[config.mk]
export PLATFORM = sky130hd
export DESIGN_NAME = router_out_arb
export DESIGN_NICKNAME = d
export VERILOG_FILES = /design/src/rtl/router_pkg.sv /design/src/rtl/router_rr_pick.sv /design/src/rtl/router_out_arb.sv
export SDC_FILE = /design/constraint.sdc
export NUM_CORES = 1
export LEC_CHECK = 0
export ABC_AREA = 0
export BUFFER_PORTS_ARGS = -buffer_cell sky130_fd_sc_hd__buf_2
export CAP_MARGIN = 20
export CORE_UTILIZATION = 58
export CTS_BUF_LIST = sky130_fd_sc_hd__clkbuf_4 sky130_fd_sc_hd__clkbuf_8
export DETAILED_ROUTE_END_ITERATION = 10
export GPL_TIMING_DRIVEN = 0
export PLACE_DENSITY = 0.95
export SLEW_MARGIN = 5
export SYNTH_ARGS = -nofsm -noshare
export SYNTH_HDL_FRONTEND = slang
export SYNTH_HIERARCHICAL = 1
export SYNTH_SLANG_ARGS = --single-unit
[constraint.sdc]
create_clock -name clk -period 3.9 [get_ports clk]
set_clock_uncertainty 0.05 [all_clocks]
set_input_delay 0.195 -clock clk [delete_from_list [all_inputs] [get_ports clk]]
set_output_delay 0.195 -clock clk [all_outputs]
set_load 0.02 [all_outputs]
[src/rtl/router_pkg.sv]
// router_pkg: shared arbiter state encoding, packet header field positions and defaults
// for the router output arbiter.
package router_pkg;

    typedef enum logic [1:0] {
        IDLE  = 2'd0,
        GRANT = 2'd1,
        HDR   = 2'd2,
        BODY  = 2'd3
    } state_t;

    localparam int ADDR_W  = 2;
    localparam int LEN_MSB = 7;
    localparam int LEN_LSB = ADDR_W;
    localparam int LEN_W   = LEN_MSB - LEN_LSB + 1;
    // Payload length plus the parity byte needs one extra bit (63 + 1 = 64).
    localparam int REM_W   = LEN_W + 1;

    localparam int TIMEOUT_DEFAULT = 30;

    function automatic logic [2:0] onehot3(input logic [1:0] idx);
        return 3'b001 << idx;
    endfunction

endpackage

[src/rtl/router_rr_pick.sv]
// router_rr_pick: combinational round-robin chooser over three requesters,
// searching upward from the requester after 'last'.
module router_rr_pick
    import router_pkg::*;
(
    input  logic [2:0] request,
    input  logic [1:0] last,
    output logic [1:0] index,
    output logic       any
);

    // NOTE: every output of an always_comb gets a default first so no path can infer a latch.
    always_comb begin
        index = 2'd0;
        any   = |request;
        case (last)
            2'd0: begin
                if (request[1])      index = 2'd1;
                else if (request[2]) index = 2'd2;
                else                 index = 2'd0;
            end
            2'd1: begin
                if (request[2])      index = 2'd2;
                else if (request[0]) index = 2'd0;
                else                 index = 2'd1;
            end
            default: begin
                if (request[0])      index = 2'd0;
                else if (request[1]) index = 2'd1;
                else                 index = 2'd2;
            end
        endcase
    end

endmodule

[src/rtl/router_out_arb.sv]
// router_out_arb: round-robin arbiter draining three packet FIFOs onto one registered byte stream.
// Defining ROUTER_ARB_TIMEOUT_EN adds a stall timeout that soft-resets the granted FIFO.
module router_out_arb
    import router_pkg::*;
#(
    parameter int DATA_W  = 8,
    parameter int TIMEOUT = TIMEOUT_DEFAULT
) (
    input  logic              clk,
    input  logic              resetn,
    input  logic [2:0]        fifo_empty,
    input  logic [DATA_W-1:0] fifo_dout0,
    input  logic [DATA_W-1:0] fifo_dout1,
    input  logic [DATA_W-1:0] fifo_dout2,
    input  logic              out_ready,
    output logic [2:0]        read_enb,
    output logic [DATA_W-1:0] data_out,
    output logic              vld_out,
    output logic [1:0]        grant,
    output logic              busy,
    output logic [2:0]        soft_reset
);

    state_t            state, state_nxt;
    logic [1:0]        last_grant;
    logic [1:0]        pick_idx;
    logic              pick_any;
    logic [2:0]        request;
    logic              grant_empty;
    logic              rd_issue;
    logic              pkt_end;
    logic              stall_hit;
    logic              rd_d1;
    logic [1:0]        rd_idx;
    logic [REM_W-1:0]  remaining;
    logic [LEN_W-1:0]  hdr_len;
    logic [DATA_W-1:0] rd_data;

    assign request = ~fifo_empty;

    router_rr_pick u_pick (
        .request (request),
        .last    (last_grant),
        .index   (pick_idx),
        .any     (pick_any)
    );

    assign grant_empty = fifo_empty[grant];
    assign busy        = (state != IDLE);
    // Gated by resetn so no byte is popped from a FIFO in a cycle whose packet is being abandoned.
    assign read_enb    = (rd_issue && resetn) ? onehot3(grant) : 3'b000;

    always_comb begin
        hdr_len = fifo_dout2[LEN_MSB:LEN_LSB];
        case (grant)
            2'd0:    hdr_len = fifo_dout0[LEN_MSB:LEN_LSB];
            2'd1:    hdr_len = fifo_dout1[LEN_MSB:LEN_LSB];
            default: hdr_len = fifo_dout2[LEN_MSB:LEN_LSB];
        endcase
    end

    always_comb begin
        rd_data = fifo_dout2;
        case (rd_idx)
            2'd0:    rd_data = fifo_dout0;
            2'd1:    rd_data = fifo_dout1;
            default: rd_data = fifo_dout2;
        endcase
    end

    always_comb begin
        state_nxt = state;
        rd_issue  = 1'b0;
        pkt_end   = 1'b0;
        case (state)
            IDLE: begin
                if (pick_any) state_nxt = GRANT;
            end
            GRANT: begin
                if (out_ready && !grant_empty) begin
                    rd_issue  = 1'b1;
                    state_nxt = HDR;
                end
            end
            HDR: begin
                state_nxt = BODY;
            end
            BODY: begin
                if (out_ready && !grant_empty && (remaining != '0)) begin
                    rd_issue = 1'b1;
                    if (remaining == REM_W'(1)) begin
                        pkt_end   = 1'b1;
                        state_nxt = IDLE;
                    end
                end else if (stall_hit) begin
                    state_nxt = IDLE;
                end
            end
            default: state_nxt = IDLE;
        endcase
    end

    always_ff @(posedge clk) begin
        // NOTE: synchronous reset lives inside the clocked block; state uses <= so every register sees pre-edge values.
        if (!resetn) begin
            state      <= IDLE;
            grant      <= 2'd0;
            last_grant <= 2'd2;
            remaining  <= '0;
            rd_d1      <= 1'b0;
            rd_idx     <= 2'd0;
            data_out   <= '0;
            vld_out    <= 1'b0;
        end else begin
            state <= state_nxt;
            if (state == IDLE && pick_any) grant <= pick_idx;
            if (pkt_end || stall_hit) last_grant <= grant;
            if (state == HDR)
                remaining <= {1'b0, hdr_len} + REM_W'(1);
            else if (rd_issue && state == BODY)
                remaining <= remaining - REM_W'(1);
            // FIFO data arrives one cycle after the strobe and is registered one cycle later.
            rd_d1   <= rd_issue;
            rd_idx  <= grant;
            vld_out <= rd_d1;
            if (rd_d1) data_out <= rd_data;
        end
    end

`ifdef ROUTER_ARB_TIMEOUT_EN
    localparam int STALL_W = $clog2(TIMEOUT + 1);

    logic [STALL_W-1:0] stall_cnt;

    assign stall_hit = (state == BODY) && grant_empty && (stall_cnt == STALL_W'(TIMEOUT - 1));

    always_ff @(posedge clk) begin
        if (!resetn) begin
            stall_cnt  <= '0;
            soft_reset <= 3'b000;
        end else begin
            soft_reset <= stall_hit ? onehot3(grant) : 3'b000;
            if (state == BODY && grant_empty && !stall_hit)
                stall_cnt <= stall_cnt + 1'b1;
            else
                stall_cnt <= '0;
        end
    end
`else
    logic unused_timeout;

    assign unused_timeout = ^TIMEOUT;
    assign stall_hit      = 1'b0;
    assign soft_reset     = 3'b000;
`endif

endmodule
# Word-level counts from Yosys, hierarchy flattened

Cells that the tools add are included.

Add/sub/neg operators: 2
Order comparisons: 1
Eq/ne operators: 11
Shifts and indexed selects: 1
Muxes and demuxes: 25
Bitwise operators: 1
Reduce and logical (&&, ||, !) cells: 15

Operators with widths:

| operator                                                    | number |
|---|---|
| two-way mux 2 bit                                           | 9 |
| case mux 8 bit (2 select lines)                             | 1 |
| two-way mux 7 bit                                           | 2 |
| case mux 6 bit (2 select lines)                             | 1 |
| equality test 2 x 1 -> 1 bit (second input constant)        | 4 |
| logical NOT 2 bit                                           | 4 |
| inequality test 2 bit (second input constant)               | 4 |
| case mux 2 bit (4 select lines)                             | 1 |
| adder 6 x 1 -> 7 bit (second input constant)                | 1 |
| equality test 7 x 1 -> 1 bit (second input constant)        | 1 |
| two-way mux 1 bit                                           | 7 |
| nonzero test 7 bit                                          | 1 |
| subtractor 7 x 1 -> 7 bit (second input constant)           | 1 |
| logical AND 1 bit                                           | 5 |
| equality test 2 bit (second input constant)                 | 2 |
| case mux 2 bit (2 select lines)                             | 1 |
| AND reduction 4 bit                                         | 1 |
| nonzero test 2 bit                                          | 2 |
| less-than comparator 2 x 3 -> 1 bit (second input constant) | 1 |
| two-way mux 3 bit                                           | 1 |
| inverter 3 bit                                              | 1 |
| OR reduction 3 bit                                          | 1 |
| left shift 1 x 2 -> 3 bit (first input constant)            | 1 |
| binary-select mux 1 bit (select 2 bit)                      | 1 |
| other kinds (2)                                             | 2 |

Flip-flop bits (word level): 25
Bits of input ports: 30
Output and inout port bits: 18
Logic and storage cells: 64

# Logic depth before layout (Yosys ltp)

Gate-level depths: netlist of run 1.

Word-level depth: 10
Depth in mapped cells: 8
Depth with buffers taken out: 7

# Cells and area by module

Netlist of run 1, hierarchy kept.

By module, submodules not included:

| module         | instances | cells each | area each (um^2) | sequential area each (um^2) |
|---|---|---|---|---|
| router_out_arb | 1         | 203        | 1,674.1          | 500.5 |
| router_rr_pick | 1         | 10         | 56.3             | 0.0 |

# Worst setup path before layout of run 1

Ideal clock, no wire load.

Path type: register to output
Start point: register grant[0]
End point: output port read_enb[1]
Arrival: 2.059 ns
Data required time: 3.655 ns
Path slack: 1.596 ns
Stages on the path, launching flop included: 6
Path buffers: 1
Cell sequence: dfxtp_1 -> buf_4 -> mux2i_2 -> o211ai_1 -> or2_2 -> nor4b_1

Cells in the longest elaborated chain, start to end: 9
Elaborated cells between the ends (all ways): 11
Classes of those cells: 1 x shift; 6 x mux; 4 x reduce/logical

RTL lines:

| what                                    | line                                       | source |
|---|---|---|
| start, declared                         | router_out_arb.sv:19                       | `output logic [1:0] grant,` |
| start signal, assigned                  | router_out_arb.sv:116                      | `if (state == IDLE && pick_any) grant <= pick_idx;` |
| binary-select mux 1 bit (select 2 bit)  | router_out_arb.sv:48                       | `assign grant_empty = fifo_empty[grant];` |
| two-way mux 1 bit (not written as such) | router_out_arb.sv:48                       |  |
| logical NOT 1 bit                       | router_out_arb.sv:80, router_out_arb.sv:89 |  |
| logical AND 1 bit                       | router_out_arb.sv:80, router_out_arb.sv:89 |  |
| logical AND 1 bit                       | router_out_arb.sv:89                       | `if (out_ready && !grant_empty && (remaining != '0)) begin` |
| two-way mux 1 bit                       | router_out_arb.sv:89                       |  |
| case mux 1 bit (2 select lines)         | router_out_arb.sv:75                       | `case (state)` |
| logical AND 1 bit                       | router_out_arb.sv:51                       | `assign read_enb = (rd_issue && resetn) ? onehot3(grant) : 3'b000;` |
| two-way mux 3 bit *                     | router_out_arb.sv:51                       |  |
| end, declared                           | router_out_arb.sv:16                       | `output logic [2:0] read_enb,` |

Mark *: on every way between the ends. The rest lies on a longest branch, timed or not. The select of a mux whose other input is x is not followed.

# Worst setup path after layout of run 1

Start point: register grant[0]
End point: output port read_enb[2]

Same word-level chain as after synthesis.

==> metrics.yaml, run 1 <==
job:
  max-cap-violations: 0
clock_network:
  path_clk_slew_ns: 0.15
  ctsHoldBuffers: 0
  cts_buffers: 3
  insertion_delay_ns: 0.33
  cts_setup_buffers: 0
  cts.sinks: 25
  cts_resized: 0
  root_buffer: "clkbuf_4"
  cts_tree: "done"
  cts_buffer_depth: 2
  h-tree-depth: 1
power_and_ir_drop:
  ir_drop_mv: 0.358
  power_density_mw_per_mm2: 472
  total_leakage_power_nw: 0.860
  power_uw: 954
sta:
  finalHoldViolCount: 0
  fin_crit_ns: 2.37
  setup_viol: 0
  tns_ns: 0
  fmax_mhz: 422
  slew_headroom_pct: 56.5
  worstMarginPinSlew_ns: 0.653
  timing.final.crit_share_pct: 60.7
  rsz0062_at_grt: "no"
  finalWorstSetupSlack_ns: 1.53
  drv_slew: 0
layout:
  num_antenna_cells: 0
  nNetsFinal: 301
  area_growth_pct: 16.7
  drive_above_1_share_pct: 23.7
  post-route-util_pct: 72.6
floorplanning:
  core_sq_mm: 0.00278
  start_util_pct: 62.2
  die_width_um: 56.6
  io_pins: 48
  die_y_um: 56.6
  die_area_sq_mm: 0.00321
  rows: 19
synth:
  synth_area_leaders: "dfxtp_1 29%, mux2i_1 14%, ha_1 5.8%"
  async_reset_ff_share_pct: 0
  synth_area_leader_cell: "dfxtp_1"
  ys_ff_latch: 25
  synth-edff-count: 0
  netlist_area_sq_mm: 0.00173
  netlist-cell-type-count: 46
  synth_top_area_share_pct: 28.9
  syn_avg_cell_area_sq_um: 8.12
  netlist_instances: 213
  ys_seq_area_share_pct: 28.9
  yosysWarnings: 6
  synth_flop_cell: "dfxtp_1"
global_route:
  grtUsageTotal_pct: 27.7
  grt_pass1_vias: 1594
  antenna_found_initial: 0
  grt_max_degree: 15
  grt_pass1_wl_um: 6940
  gr-total-overflow: 0
detailed_routing:
  viasPerCell: 5.97
  vias: 1749
  firstDrtPassIters: 4
  wirelength_um: 4300
  antenna_left: 0
  post_drt_wl_per_cell_um: 14.7
  drc_errors: 0
  drtIter0Drc: 102
place:
  dpl.hpwl_um: 3320
  gp_congestion: 0.885
  portBuffers: 43
  preCtsSetupSlack_ns: 1.87
critical_path:
  endpoint_kind: "output pin"
  cp_max_fo: 5
  arrival_ns: 2.12
  startpoint_type: "register"
  critPathKind: "reg -> out"
  worstPathRequired_ns: 3.65
status:
  status: "completed"
min_path:
  hp-class: "in -> reg"
## layer usage
layer  GRT usage (%)  vias to the layer above  part of all wire [%]
li1                -                      840                     -
met1            32.3                      810                    40
met2            49.6                       85                    51
met3            5.53                       14                   6.4
met4            9.76                        0                   2.5
met5               0                        -                     0
## report_power, final
part | switching (mW) | internal (mW) | leakage [nW]
registers | 0.0355 | 0.295 | 0.203
logic | 0.297 | 0.202 | 0.639
clock network | 0.0856 | 0.0386 | 0.0177
total | 0.418 | 0.536 | 0.860
## cell usage after synthesis, drive strengths merged, types with 2 or more instances
cell type	instances
nand2	24
and3	2
a211oi	3
nor4	6
nor4b	2
nand4	2
o31a	2
clkbuf	6
nor2	20
dfxtp	25
o21ai	19
a21oi	5
xor2	2
mux2i	26
inv	11
ha	8
xnor2	4
nor3	4
and2	5
nand3b	2
or3	5
and4	2
buf	7
a21boi	2
nand3	6
## flip-flops by register name, summed over array words and instances (netlist names)
register	count
data_out	8
remaining	7
grant	2
last_grant	2
rd_idx	2
state	2
rd_d1	1
vld_out	1
## placed cells by master, fill, tap and decap left out, types with 4 or more instances in the layout
cell / instances
buf_2: 45
mux2i_1: 25
dfxtp_1: 25
nand2_1: 24
nor2_1: 19
o21ai_0: 14
inv_1: 11
ha_1: 8
clkbuf_1: 6
nor4_1: 6
nand3_1: 6
o21ai_1: 5
a21oi_1: 5
and2_1: 5
buf_4: 4
or3_1: 4
nor3_1: 4
xnor2_1: 4
## critical path, stage by stage (launching register included)
cell,delay (ns)
dfxtp_1,0.36
buf_4,0.17
mux2i_2,0.32
o211ai_1,0.13
or2_2,0.34
nor4b_1,0.25
buf_2,0.21
## cell families after synthesis
logic type                 synth area share, %
and+or+nand+nor                           25.0
AOI/OAI and AO/OA                         14.2
muxes                                     15.9
DFF                                       28.9
buffers and inverters                     6.87
adders and majority gates                 5.78
xor gates and xnor gates                  3.04
other                                    0.217
## metrics by stage
step / hold slack, ns / cells / area, sq um
2_1_floorplan: 0.395 / 215 / 1740
3_3_place_gp: 0.423 / 289 / 1990
3_5_place_dp: 0.434 / 289 / 1990
4_1_cts: 0.164 / 293 / 2020
5_1_grt: 0.192 / 293 / 2020
6_report: 0.160 / 293 / 2020
## path summary, 6_finish.rpt
kind                                          startpoint                         to  slack (ns)  cells after the start
worst max-delay path               grant[0]$_SDFFE_PN0P_                read_enb[2]        1.53                      6
worst min register to register  data_out[4]$_SDFFE_PN0P_   data_out[4]$_SDFFE_PN0P_        0.46                      2
worst max register to register     grant[0]$_SDFFE_PN0P_  remaining[4]$_SDFFE_PN0P_        1.93                      7
worst min-delay path                       fifo_dout2[0]   data_out[0]$_SDFFE_PN0P_        0.16                      5
## final cells by class
type,instances,area (sq um)
multi-input cells,165,1120
repair buffers,43,215
clock buffers,3,22.5
plain buffers,13,73.8
inverters,12,45.0
fillers,218,762
clock inverters,1,5.00
well taps,31,38.8
flip-flops and latches,25,500
Note: power is estimated with default switching activity, not from simulation.
==> run 2: changes to the inputs <==
- ABC_AREA: 0 -> 1
- CORE_UTILIZATION: 58 -> 49
- PLACE_DENSITY: 0.95 -> 0.89
- clock period: 3.9 -> 2.15 ns (I/O delays scaled with it)
==> metrics.yaml, run 2 <==
sta:
  worstMarginPinSlew_ns: 0.574  # was 0.653 ns
  fin_crit_ns: 1.98
  timing.final.crit_share_pct: 91.9
  setup_viol: 0  # unchanged
  slew_headroom_pct: 61.6  # was 56.5%
  fin_hold_ws_ns: 0.0439  # was 0.160 ns
  rsz0062_at_grt: "no"  # unchanged
  tns_ns: 0  # unchanged
  finalWorstSetupSlack_ns: 0.174  # was 1.53 ns
  fmax_mhz: 506
  drv_slew: 0  # unchanged
  finalHoldViolCount: 0  # unchanged
clock_network:
  root_buffer: "clkbuf_4"  # unchanged
  cts_buffer_depth: 2  # unchanged
  cts.sinks: 25  # unchanged
  h-tree-depth: 1  # unchanged
  path_clk_slew_ns: 0.15  # about the same
  cts_buffers: 3  # unchanged
  insertion_delay_ns: 0.33  # about the same
  cts_tree: "done"  # unchanged
floorplanning:
  die_area_sq_mm: 0.00383  # was 0.00321 sq mm
  core_sq_mm: 0.00339  # was 0.00278 sq mm
  io_pins: 48  # unchanged
  die_y_um: 61.9  # was 56.6 um
  rows: 21  # was 19
  start_util_pct: 51.8  # was 62.2%
  die_width_um: 61.9  # was 56.6 um
critical_path:
  arrival_ns: 1.82  # was 2.12 ns
  cp_max_fo: 5  # unchanged
  r2r-start: "grant[1]$_SDFFE_PN0P_"  # was grant[0]$_SDFFE_PN0P_
  endpoint_kind: "output pin"  # unchanged
  worstPathRequired_ns: 1.99  # was 3.65 ns
  critPathKind: "reg -> out"  # unchanged
  startpoint_type: "register"  # unchanged
  reg2reg_to: "remaining[6]$_SDFFE_PN0P_"  # was remaining[4]$_SDFFE_PN0P_
  rr_worst_depth: 11  # was 7
  r2r_slack_ns: 0.18  # was 1.93 ns
detailed_routing:
  wirelength_um: 4220  # was 4300 um
  antenna_left: 0  # unchanged
  post_drt_wl_per_cell_um: 11.0  # was 14.7 um
  firstDrtPassIters: 4  # unchanged
  drc_errors: 0  # unchanged
  vias: 1926  # was 1749
  drtIter0Drc: 66  # was 102
  viasPerCell: 5.03  # was 5.97
place:
  preCtsSetupSlack_ns: 0.128  # was 1.87 ns
  dpl.hpwl_um: 3220  # was 3320 um
  gp_congestion: 0.869  # was 0.885
  portBuffers: 44  # was 43
status:
  status: "completed"  # unchanged
global_route:
  grt_pass1_wl_um: 6330  # was 6940 um
  grtUsageTotal_pct: 22.3  # was 27.7%
  gr-total-overflow: 0  # unchanged
  grt_max_degree: 15  # unchanged
  grt_pass1_vias: 1566  # was 1594
  antenna_found_initial: 0  # unchanged
layout:
  final_common_cell: "nand2_1"  # was buf_2
  nNetsFinal: 376  # was 301
  top_register: "data_out"  # unchanged
  layout_common_cells: "62 x nand2_1, 49 x inv_1, 45 x buf_2, 35 x nor2_1"  # was 45 x buf_2, 25 x mux2i_1, 25 x dfxtp_1, 24 x nand2_1, 19 x nor2_1
  top_regs: "data_out: 8 flops, remaining: 7 flops"  # unchanged
  largest_reg_flops: 8  # unchanged
  num_antenna_cells: 0  # unchanged
  fill_cells: 319  # was 218
  area_growth_pct: 20.2  # was 16.7%
  drive_above_1_share_pct: 22.3  # was 23.7%
synth:
  synth_flop_cell: "dfxtp_1"  # unchanged
  ys_top_cells_by_count: "63 x nand2_1, 49 x inv_1, 35 x nor2_1"  # was 25 x dfxtp_1, 25 x mux2i_1, 24 x nand2_1
  async_reset_ff_share_pct: 0  # unchanged
  yosysWarnings: 6  # unchanged
  netlist_instances: 284  # was 213
  netlist_area_sq_mm: 0.00176  # was 0.00173 sq mm
  netlist-cell-type-count: 28  # was 46
  synth_area_leader_cell: "dfxtp_1"  # unchanged
  ys_seq_area_share_pct: 28.5  # was 28.9%
  synth.most_common_cell: "nand2_1"
  synth_top_area_share_pct: 28.5  # was 28.9%
  syn_avg_cell_area_sq_um: 6.19  # was 8.12 sq um
  synth_area_leaders: "dfxtp_1 28%, nand2_1 13%, inv_1 10%"  # was dfxtp_1 29%, mux2i_1 14%, ha_1 5.8%
  ys_ff_latch: 25  # unchanged
  synth-edff-count: 0  # unchanged
min_path:
  hold_end: "data_out[1]$_SDFFE_PN0P_"  # was data_out[0]$_SDFFE_PN0P_
  hold_path_startpoint: "fifo_dout1[1]"  # was fifo_dout2[0]
  hp-class: "in -> reg"  # unchanged
  holdPathStages: 5  # unchanged
power_and_ir_drop:
  ir_drop_mv: 0.544  # was 0.358 mV
  power_density_mw_per_mm2: 1040  # was 472 mW/mm^2
  total_leakage_power_nw: 1.16  # was 0.860 nW
job:
  max-cap-violations: 0  # unchanged
-- run 2: how the worst max path moves through the flow --
stage                         startpoint                         to  slack (ns)
2_1_floorplan      grant[1]$_SDFFE_PN0P_  remaining[4]$_SDFFE_PN0P_        0.32
3_3_place_gp       grant[1]$_SDFFE_PN0P_  remaining[6]$_SDFFE_PN0P_        0.15
3_5_place_dp       grant[1]$_SDFFE_PN0P_  remaining[6]$_SDFFE_PN0P_        0.13
4_1_cts            grant[1]$_SDFFE_PN0P_                read_enb[2]        0.03
5_1_grt        remaining[0]$_SDFFE_PN0P_                read_enb[2]       0.008
6_report       remaining[0]$_SDFFE_PN0P_                read_enb[2]        0.17
-- run 2: logic make-up (layout without fill, tap and decap cells) --
| logic type | after synthesis | in the layout | share of synthesized area, % |
|---|---|---|---|
| AOI/OAI and AO/OA | 42 | 42 | 13.7 |
| other | 1 | 3 | 0.213 |
| xor gates and xnor gates | 1 | 1 | 0.499 |
| adders and majority gates | 8 | 8 | 5.70 |
| buffers and inverters | 61 | 112 | 13.7 |
| and+or+nand+nor | 146 | 146 | 37.7 |
| DFF | 25 | 25 | 28.5 |
-- run 2: area by class of cell --
| type | instances | area [sq um] | area share (%) |
|---|---|---|---|
| buffer | 9 | 46.3 | 2.19 |
| clock buffer | 3 | 22.5 | 1.07 |
| clock inverter | 1 | 5.00 | 0.237 |
| inverter | 52 | 195 | 9.25 |
| multi-input combinational | 200 | 1030 | 49.0 |
| sequential | 25 | 504 | 23.9 |
| tap | 46 | 57.6 | 2.73 |
| timing repair buffer | 47 | 245 | 11.6 |
-- run 2: report_power, final --
group | internal (mW) | switching (mW) | leakage, nW
clock | 0.0698 | 0.149 | 0.0177
combinational | 0.462 | 0.850 | 0.940
sequential | 0.573 | 0.101 | 0.205
-- run 2: timing repair --
item                       in CTS  in global routing
hold endpoints to repair        2                  0
setup endpoints to repair       0                  5
resized for setup               0                  6
setup buffers                   0                  2
hold buffers                    1                  0
-- run 2: through the flow --
stage / area (sq um) / total power [mW] / util, % / std cells
finish: 2110 / 2.21 / 62.3 / 383
global route: 2110 / 2.42 / 62.3 / 383
CTS: 2080 / 2.13 / 61.4 / 381
detailed placement: 2040 / 1.91 / 60.2 / 376
global placement: 2040 / 1.88 / 60.2 / 376
floorplan: 1760 / 1.61 / - / 286
-- run 2: per-layer routing --
metal,vias to the layer above,part of all wire (%),global-route usage (%)
met5,-,0,0
met4,0,1.2,5.71
met3,6,6.1,3.31
met2,74,48,40.6
met1,839,45,27.4
li1,1007,-,-
-- run 2: critical path, stage by stage (launching register included) --
cell and delay [ns]:
dfxtp_2 0.36, inv_1 0.08, ha_1 0.24, nand2_2 0.12, o21ai_0 0.10, nand2_1 0.14
nand3_2 0.13, nor3_2 0.15, buf_2 0.19
